## src/rtl/phase_sequencer_pkg.sv

```systemverilog
// phase_seq_pkg: shared types, limits and width helper for the phase sequencer.
package phase_seq_pkg;

    localparam int MAX_PHASES = 16;

    typedef enum logic [1:0] {IDLE, RUN, HOLD} seq_state_t;

    // Bit width for a value range of n, never narrower than one bit.
    function automatic int clog2_safe(input int n);
        return (n <= 2) ? 1 : $clog2(n);
    endfunction

endpackage

```

## src/rtl/phase_sequencer_if.sv

```systemverilog
// phase_sequencer_if: control/status bundle of the phase sequencer.
// Carries I_cnt_clr / O_lock_loss_cnt only when PHASE_SEQ_LOCK_LOSS_CNT_EN is defined.
interface phase_sequencer_if import phase_seq_pkg::*; #(
    parameter int NUM_PHASES = 3,
    parameter int DIV_WIDTH  = 8
);
    logic                                  I_pll_lock;
    logic                                  I_enable;
    logic [DIV_WIDTH-1:0]                  I_div;
    logic [NUM_PHASES-1:0]                 O_phase;
    logic [clog2_safe(NUM_PHASES)-1:0]     O_phase_idx;
    logic                                  O_tick;
    logic                                  O_wrap;
    logic                                  O_ready;
    logic                                  O_N_reset;
`ifdef PHASE_SEQ_LOCK_LOSS_CNT_EN
    logic                                  I_cnt_clr;
    logic [7:0]                            O_lock_loss_cnt;
`endif

    modport master (
        output I_pll_lock, I_enable, I_div,
        input  O_phase, O_phase_idx, O_tick, O_wrap, O_ready, O_N_reset
`ifdef PHASE_SEQ_LOCK_LOSS_CNT_EN
        , output I_cnt_clr, input O_lock_loss_cnt
`endif
    );

    modport slave (
        input  I_pll_lock, I_enable, I_div,
        output O_phase, O_phase_idx, O_tick, O_wrap, O_ready, O_N_reset
`ifdef PHASE_SEQ_LOCK_LOSS_CNT_EN
        , input I_cnt_clr, output O_lock_loss_cnt
`endif
    );

endinterface

```

## src/rtl/phase_sequencer_lock_filter.sv

```systemverilog
// lock_filter: qualifies PLL lock after LOCK_CYCLES consecutive high cycles.
module lock_filter import phase_seq_pkg::*; #(
    parameter int LOCK_CYCLES = 16
) (
    input  logic I_clock,
    input  logic I_rst,
    input  logic I_pll_lock,
    output logic O_ready
);
    localparam int            CW    = clog2_safe(LOCK_CYCLES + 1);
    localparam logic [CW-1:0] LIMIT = CW'(LOCK_CYCLES);

    logic [CW-1:0] cnt;

    // Any low lock sample restarts qualification; no hysteresis.
    always_ff @(posedge I_clock) begin
        if (I_rst) begin
            cnt     <= '0;
            O_ready <= 1'b0;
        end else begin
            cnt     <= !I_pll_lock ? '0 : (cnt == LIMIT) ? cnt : cnt + 1'b1;
            O_ready <= I_pll_lock && (cnt == LIMIT);
        end
    end

endmodule

```

## src/rtl/phase_sequencer.sv

```systemverilog
// phase_sequencer: lock-gated N-phase one-hot rotator with programmable step divider.
// Define PHASE_SEQ_LOCK_LOSS_CNT_EN to add the saturating lock-loss counter.
module phase_sequencer import phase_seq_pkg::*; #(
    parameter int NUM_PHASES  = 3,
    parameter int DIV_WIDTH   = 8,
    parameter int LOCK_CYCLES = 16
) (
    input logic                I_clock,
    input logic                I_rst,
    phase_sequencer_if.slave   bus
);
    localparam int            IW   = clog2_safe(NUM_PHASES);
    localparam logic [IW-1:0] LAST = IW'(NUM_PHASES - 1);

    if (NUM_PHASES < 2 || NUM_PHASES > MAX_PHASES) begin : g_np_check
        $error("NUM_PHASES out of range");
    end

    logic                  ready;
    logic                  n_reset;
    logic                  tick;
    logic                  wrap;
    logic                  term;
    logic [NUM_PHASES-1:0] phase;
    logic [IW-1:0]         idx;
    logic [DIV_WIDTH-1:0]  pre;
    logic [DIV_WIDTH-1:0]  div_latched;
    logic [DIV_WIDTH-1:0]  div_in;
    logic [DIV_WIDTH-1:0]  div_eff;
    seq_state_t            st;
    seq_state_t            st_n;

    lock_filter #(.LOCK_CYCLES(LOCK_CYCLES)) u_lock_filter (
        .I_clock    (I_clock),
        .I_rst      (I_rst),
        .I_pll_lock (bus.I_pll_lock),
        .O_ready    (ready)
    );

    // st_n is the state acting at this edge; a lock drop forces IDLE immediately,
    // so it pre-empts a coincident terminal count. st holds the previous one.
    always_comb begin
        st_n    = (!ready || !bus.I_pll_lock) ? IDLE : bus.I_enable ? RUN : HOLD;
        div_in  = (bus.I_div == '0) ? DIV_WIDTH'(1) : bus.I_div;
        div_eff = (st == IDLE) ? div_in : div_latched;
        term    = (st_n == RUN) && (pre >= div_eff - 1'b1);
    end

    always_ff @(posedge I_clock) begin
        if (I_rst) begin
            st          <= IDLE;
            phase       <= NUM_PHASES'(1);
            idx         <= '0;
            pre         <= '0;
            div_latched <= DIV_WIDTH'(1);
            tick        <= 1'b0;
            wrap        <= 1'b0;
            n_reset     <= 1'b0;
        end else begin
            st      <= st_n;
            n_reset <= ready;
            tick    <= term;
            wrap    <= term && (idx == LAST);
            if (((st == IDLE) && (st_n == RUN)) || (term && (idx == LAST)))
                div_latched <= div_in;
            if (st_n == IDLE) begin
                phase <= NUM_PHASES'(1);
                idx   <= '0;
                pre   <= '0;
            end else if (term) begin
                pre   <= '0;
                phase <= {phase[NUM_PHASES-2:0], phase[NUM_PHASES-1]};
                idx   <= (idx == LAST) ? '0 : idx + 1'b1;
            end else if (st_n == RUN) begin
                pre <= pre + 1'b1;
            end
        end
    end

    assign bus.O_phase     = phase;
    assign bus.O_phase_idx = idx;
    assign bus.O_tick      = tick;
    assign bus.O_wrap      = wrap;
    assign bus.O_ready     = ready;
    assign bus.O_N_reset   = n_reset;

`ifdef PHASE_SEQ_LOCK_LOSS_CNT_EN
    logic [7:0] loss_cnt;

    // Counts at the edge where ready falls; clear wins over a coincident drop.
    always_ff @(posedge I_clock) begin
        if (I_rst || bus.I_cnt_clr)
            loss_cnt <= '0;
        else if (ready && !bus.I_pll_lock && (loss_cnt != 8'hff))
            loss_cnt <= loss_cnt + 1'b1;
    end

    assign bus.O_lock_loss_cnt = loss_cnt;
`endif

endmodule

```

## src/flat_wrapper.sv

```systemverilog
// flat-port wrapper written by rule: the top's interface ports become plain ports
module phase_sequencer_flat import phase_seq_pkg::*;
#(
    parameter int NUM_PHASES  = 3,
    parameter int DIV_WIDTH   = 8,
    parameter int LOCK_CYCLES = 16
)
  (I_clock, I_rst, bus_I_pll_lock, bus_I_enable, bus_I_div, bus_O_phase, bus_O_phase_idx, bus_O_tick, bus_O_wrap, bus_O_ready, bus_O_N_reset);
  phase_sequencer_if #(.NUM_PHASES(NUM_PHASES), .DIV_WIDTH(DIV_WIDTH)) bus_i ();
  input logic I_clock;
  input logic I_rst;
  input wire logic [$bits(bus_i.I_pll_lock)-1:0] bus_I_pll_lock;
  input wire logic [$bits(bus_i.I_enable)-1:0] bus_I_enable;
  input wire logic [$bits(bus_i.I_div)-1:0] bus_I_div;
  output wire logic [$bits(bus_i.O_phase)-1:0] bus_O_phase;
  output wire logic [$bits(bus_i.O_phase_idx)-1:0] bus_O_phase_idx;
  output wire logic [$bits(bus_i.O_tick)-1:0] bus_O_tick;
  output wire logic [$bits(bus_i.O_wrap)-1:0] bus_O_wrap;
  output wire logic [$bits(bus_i.O_ready)-1:0] bus_O_ready;
  output wire logic [$bits(bus_i.O_N_reset)-1:0] bus_O_N_reset;
  assign bus_i.I_pll_lock = bus_I_pll_lock;
  assign bus_i.I_enable = bus_I_enable;
  assign bus_i.I_div = bus_I_div;
  assign bus_O_phase = bus_i.O_phase;
  assign bus_O_phase_idx = bus_i.O_phase_idx;
  assign bus_O_tick = bus_i.O_tick;
  assign bus_O_wrap = bus_i.O_wrap;
  assign bus_O_ready = bus_i.O_ready;
  assign bus_O_N_reset = bus_i.O_N_reset;
  phase_sequencer #(.NUM_PHASES(NUM_PHASES), .DIV_WIDTH(DIV_WIDTH), .LOCK_CYCLES(LOCK_CYCLES)) u_core (.I_clock(I_clock), .I_rst(I_rst), .bus(bus_i));
endmodule
```

## config.mk

```make
export PLATFORM = sky130hd
export DESIGN_NAME = phase_sequencer_flat
export DESIGN_NICKNAME = d
export VERILOG_FILES = /design/src/rtl/phase_sequencer_pkg.sv /design/src/rtl/phase_sequencer_if.sv /design/src/rtl/phase_sequencer_lock_filter.sv /design/src/rtl/phase_sequencer.sv /design/src/flat_wrapper.sv
export SDC_FILE = /design/constraint.sdc
export NUM_CORES = 1
export LEC_CHECK = 0
export ABC_AREA = 1
export CELL_PAD_IN_SITES_DETAIL_PLACEMENT = 0
export CELL_PAD_IN_SITES_GLOBAL_PLACEMENT = 1
export CORE_ASPECT_RATIO = 1.5
export CORE_UTILIZATION = 35
export CTS_CLUSTER_DIAMETER = 60
export DETAILED_ROUTE_END_ITERATION = 12
export PLACE_DENSITY_LB_ADDON = 0.1
export SYNTH_ARGS = -nofsm -noshare
export SYNTH_HDL_FRONTEND = slang
export SYNTH_HIERARCHICAL = 1
export SYNTH_SLANG_ARGS = --single-unit
```

## constraint.sdc

```tcl
create_clock -name I_clock -period 2.8 [get_ports I_clock]
set_input_delay 0.56 -clock I_clock [delete_from_list [all_inputs] [get_ports I_clock]]
set_output_delay 0.56 -clock I_clock [all_outputs]
set_load 0.02 [all_outputs]
```

---- Yosys cells after proc, flatten, opt, wreduce, memory -nomap -nowiden ----
Index checks and enable logic that the tools add are counted.
cells by class
  $add $sub $neg .......................... 4
  $lt $le $gt $ge ......................... 1
  equal/unequal tests ..................... 3
  multiplexer cells ....................... 5
  bitwise logic cells ..................... 1
  reductions and logical operators ........ 14
operators by type and width
  operator                                           number
  two-way mux 8 bit                                  2
  adder 8 x 1 -> 8 bit (second input constant)       1
  greater-or-equal comparator 8 bit                  1
  zero test 8 bit                                    1
  subtractor 8 x 1 -> 8 bit (second input constant)  1
  two-way mux 2 bit                                  3
  adder 5 x 1 -> 5 bit (second input constant)       1
  == test 5 bit (second input constant)              1
  logical AND 1 bit                                  4
  zero test 2 bit                                    2
  OR reduction 2 bit                                 2
  OR reduction 3 bit                                 1
  adder 2 x 1 -> 2 bit (second input constant)       1
  == test 2 x 1 -> 1 bit (second input constant)     1
  == test 2 bit (second input constant)              1
  zero test 1 bit                                    2
  logical OR 1 bit                                   2
  inverter 1 bit                                     1
storage, ports and cells
  bits in registers ....................... 32
  input port bits ......................... 12

---- Longest topological paths before layout ----
  word-level depth ........................ 8
  mapped depth ............................ 19
  depth with buffers taken out ............ 18

---- Cells and area by module ----
The synthesis kept the hierarchy.
by module, submodules not included
  module           instances  cells an instance  area each (um^2)  sequential area each (um^2)
  phase_sequencer  1          216                1564.0            520.5
  lock_filter      1          40                 299.0             120.1

---- Least setup slack after synthesis ----
No wires, ideal clock.
  kind .................................... input to register
  start point ............................. input bus_I_div[4]
  end point ............................... register u_core.div_latched[1]
  setup time .............................. 0.115 ns
  data arrival time ....................... 2.681 ns
  data required time ...................... 2.685 ns
  setup slack ............................. 0.004 ns
  stages .................................. 17
  cell sequence ........................... inv_1 nand4_1 o21bai_1 a21oi_4 ha_1 nand2_1 nor2_2 nand3_1 xor2_1 ha_1 nand2_1 o21a_1 nand2_2 nand3_2 buf_2 a21oi_1 nor2_1
on the way
  longest elaborated chain between the ends .. 8
ends and longest elaborated chain
  item                               line                   RTL
  start: declaration                 flat_wrapper.sv:14     input wire logic [$bits(bus_i.I_div)-1:0] bus_I_div;
  zero test 8 bit                    phase_sequencer.sv:44  div_in = (bus.I_div == '0) ? DIV_WIDTH'(1) : bus.I_div;
  two-way mux 8 bit (*)              phase_sequencer.sv:44
  two-way mux 8 bit                  phase_sequencer.sv:45  div_eff = (st == IDLE) ? div_in : div_latched;
  subtractor 8 x 1 -> 8 bit          phase_sequencer.sv:46  term = (st_n == RUN) && (pre >= div_eff - 1'b1);
  greater-or-equal comparator 8 bit  phase_sequencer.sv:46
  logical AND 1 bit                  phase_sequencer.sv:46
  logical AND 1 bit                  phase_sequencer.sv:64  if (((st == IDLE) && (st_n == RUN)) || (term && (idx == LAST)))
  logical OR 1 bit                   phase_sequencer.sv:64
  end signal: assignment             phase_sequencer.sv:65  div_latched <= div_in;
  end: declaration                   phase_sequencer.sv:27  logic [DIV_WIDTH-1:0] div_latched;
Every way passes the cells marked *; elsewhere a longest branch is shown, timed or not.
A chain may end at the register's enable or synchronous reset.

---- Worst setup path after layout ----
  start point ............................. input bus_I_div[0]
  end point ............................... register u_core.div_latched[6]
The elaborated chain is that of the path after synthesis.

==> metrics.md <==
| Metric | Value |
|---|---|
| Status | `completed` |
| Port-buffer cells | `20` |
| Worst Hold Slack | `0.477 ns` |
| Die X | `61.6 um` |
| CTS sink count | `32` |
| Grt total ovfl | `0` |
| LEAKAGE | `1.23 nW` |
| Post-synth EDFFs | `0` |
| R2R setup slack | `0.23 ns` |
| Synth Area in Simple Gates | `34.1%` |
| WP data required | `2.98 ns` |
| Die area | `5620 um^2` |
| Hold path startpoint | `u_core/u_lock_filter/O_ready` |
| Hold WC Path Type | `register to register` |
| Met1 usage | `20.4%` |
| GRT Overall Usage | `17.5%` |
| Core ar. | `5120 um^2` |
| Worst-Margin Slew | `0.412 ns` |
| CP Depth | `16` |
| Area growth syn-to-layout | `41.9%` |
| CP most frequent cell | `nand2_2` |
| Fin util | `51.6%` |
| XOR/XNOR Fraction of Synth Area | `4.23%` |
| Yosys Warn Count | `6` |
| Root Driver | `clkbuf_8` |
| Worst slew margin | `72.5%` |
| Post-route ant nets | `0` |
| Most common cell in the synthesized netlist | `nand2_1` |
| Adder-Cell Fraction of Synth Area | `8.06%` |
| Share of flip-flops with an asynchronous set or reset | `0%` |
| Die Span Y | `91.4 um` |
| Period Utilization, post-route | `93.9%` |
| Synthesized net count | `280` |
| Avg Inst Size Synth | `7.28 um^2` |
| Slowest stage cell, crit path | `ha_1` |
| Fin. Hold Viols | `0` |
| Dpl ws | `-0.593 ns` |
| Initial core utilization | `36.4%` |
| Fin nets | `338` |
| Placed cell areas | `2270 um^2` |
| Grt met2 use | `30.6%` |
| GRT busiest layer | `met2` |
| TritonCTS Buffers | `5` |
| Reg2reg end | `u_core/div_latched[6]` |
| Max capacitance violation total | `0` |
| Row count | `32` |
| Synth Area in Compound Gates | `9.94%` |
| Fill cells | `542` |
| Max Clock Skew | `0.00612 ns` |
| Sequential area share after synthesis | `34.4%` |
| Overall power | `1.02 mW` |
| Top FF cell, synth | `dfxtp_1` |
| Grt met3 use | `3.13%` |
| Worst path max stage delay | `0.29 ns` |
| Final Critical Period | `2.63 ns` |
| Reg2reg path depth | `17` |
| Routed len/inst | `11.4 um` |
| 1st-iter DRT viols | `43` |
| Synth unique cells | `29` |
| Placed Instances | `360` |
| Diode count | `0` |
| Crit Path Category | `input port to register` |
| CTS tree | `yes` |
| Post-synth top area cell | `dfxtp_1` |
| Critical-path maximum fanout | `5` |
| Area of the multi-input gates | `1190 um^2` |
| Fraction of layout cells with a size suffix above 1 | `31.7%` |
| Top cells by area in the synthesized netlist | `dfxtp_1 34%, nand2_1 11%, ha_1 8.1%, inv_1 7.3%, nor2_1 6.9%` |
| Mapped Cells | `256` |
| GPL Wtd Cong | `0.714` |
| Antenna violations before repair | `0` |
| Pins Over Slew Limit | `0` |
| Mapped Area | `1860 um^2` |
| First-pass GRT wire length | `7440 um` |
| Vias in the first global route | `1707` |
| # H-tree levels | `2` |
| Largest net degree at the start of global routing | `17` |
| Setup TNS | `0 ns` |
| Final setup fails | `0` |
| Largest family of logic cells by synthesized area | `simple AND/OR/NAND/NOR gates` |
| Slack of the critical path | `0.172 ns` |
| Post-synth top cells | `54 x nand2_1, 36 x inv_1, 34 x nor2_1, 32 x dfxtp_1, 20 x nand3_1` |
| Cell area after layout | `2640 um^2` |
| CP top delay family | `compound AO/OA/AOI/OAI gates` |
| Vias after detailed routing | `1739` |
| Post-synth top area share | `34.4%` |
| First-pass DRT Iterations | `4` |
| Multiplexer share of the synthesized area | `0%` |
| Hold path endpoint | `u_core/bus.O_N_reset` |
| RSZ-0062 raised after global routing | `false` |
| Num ports | `21` |
| Max frequency | `0.381 GHz` |
| Maximum clock path buffer count | `2` |
| Power Density | `385 nW/um^2` |
| CP endpoint kind | `register` |
| Critical path startpoint category | `input port` |
| Arrival time worst endpoint | `2.81 ns` |
| Post-DP HPWL | `3000 um` |
| Final non-filler cell total | `383` |
| Area occupied by registers | `646 um^2` |
| Clock Latency Late Sink | `0.29 ns` |
| Peak supply drop | `0.000237 V` |
| Hold bufs inserted after CTS | `0` |
| Reg2Reg Launch Point | `u_core/st[1]` |
| Drt total wl | `4380 um` |
| CP cell instances | `dlygate4sd2_1 -> o21bai_4 -> a21oi_4 -> ha_4 -> nand2_4 -> nor2_4 -> nand3_2 -> xor2_1 -> ha_1 -> nand2_2 -> o21a_1 -> nand2_2 -> nand3_4 -> buf_12 -> a21oi_1 -> nor2_1` |
| Vias per cell | `4.54` |
| Post-route DRC | `0` |
| Yosys reg bits | `32` |
| Reg clk slew, reported paths | `0.07 ns` |
| WHS Path Cells | `2` |
| Buf/Inv on CP | `2` |
## per-layer routing
layer	wire length, um	up-vias
met5	0	-
met4	69	0
met3	103	6
met2	2310	18
met1	1900	787
li1	-	928
## layout make-up
type,instances,area share [%]
clock inverter,3,1.61
timing repair buffer,54,17.7
clock buffer,5,2.60
inverter,38,5.40
multi-input combinational,183,45.1
sequential,32,24.4
tap,68,3.22
## worst min-delay path, cell delays in order (launching register included)
cell and delay (ns):
dfxtp_1 0.35, inv_1 0.06, nor2_1 0.03
## layout by cell type (no fill, tap or decap), types with 2 or more instances in the layout
cell type	synthesis	final
a21oi_1	13	11
a21oi_4	1	2
buf_12	1	3
buf_2	2	6
buf_4	0	28
buf_6	0	3
clkbuf_8	0	5
clkdlybuf4s50_1	0	12
dfxtp_1	32	30
ha_1	12	10
ha_4	0	2
inv_1	36	29
inv_2	2	9
nand2_1	54	50
nand2_2	4	6
nand2_4	2	4
nand3_1	20	15
nand3_2	2	6
nand4_1	7	7
nor2_1	34	33
nor2_2	6	6
nor2_4	1	2
o21ai_0	5	4
o21ai_1	1	2
o21ai_2	4	2
o21ai_4	1	3
xnor2_1	3	2
xor2_1	6	5
## worst max-delay path by stage
stage          slack (ns)          from                    end
2_1_floorplan       0.004  bus_I_div[4]  u_core/div_latched[1]
3_3_place_gp        -0.54  bus_I_div[5]  u_core/div_latched[3]
3_5_place_dp        -0.59  bus_I_div[7]  u_core/div_latched[3]
4_1_cts            0.0002  bus_I_div[6]  u_core/div_latched[1]
5_1_grt             0.003  bus_I_div[1]  u_core/div_latched[1]
6_report             0.17  bus_I_div[0]  u_core/div_latched[6]
## cells by family after synthesis
group,Yosys count
simple gates,134
buf+inv,41
flops,32
compound gates,28
fa+ha+maj,12
xor+xnor,9
## sequential cells by signal, summed over array words and instances (netlist names)
register and count:
u_core/div_latched 8, u_core/pre 8, u_core/u_lock_filter/cnt 5, u_core/bus.O_phase 3, u_core/bus.O_phase_idx 2, u_core/st 2
u_core/bus.O_N_reset 1, u_core/bus.O_tick 1, u_core/bus.O_wrap 1, u_core/u_lock_filter/O_ready 1
## power breakdown
part	internal (mW)	switching, mW	total (mW)
Combinational	0.0567	0.0548	0.112
Clock	0.263	0.185	0.448
Sequential	0.455	0.00180	0.457
Total	0.775	0.241	1.02
## what timing repair did
action	4_1_cts	5_1_grt
endpoints found under the hold margin	0	0
setup endpoints to repair	23	23
cloned	2	0
pin swaps	20	27
setup buffers	11	4
gates resized for setup	50	20
No activity file was read; power rests on OpenSTA's default activity.
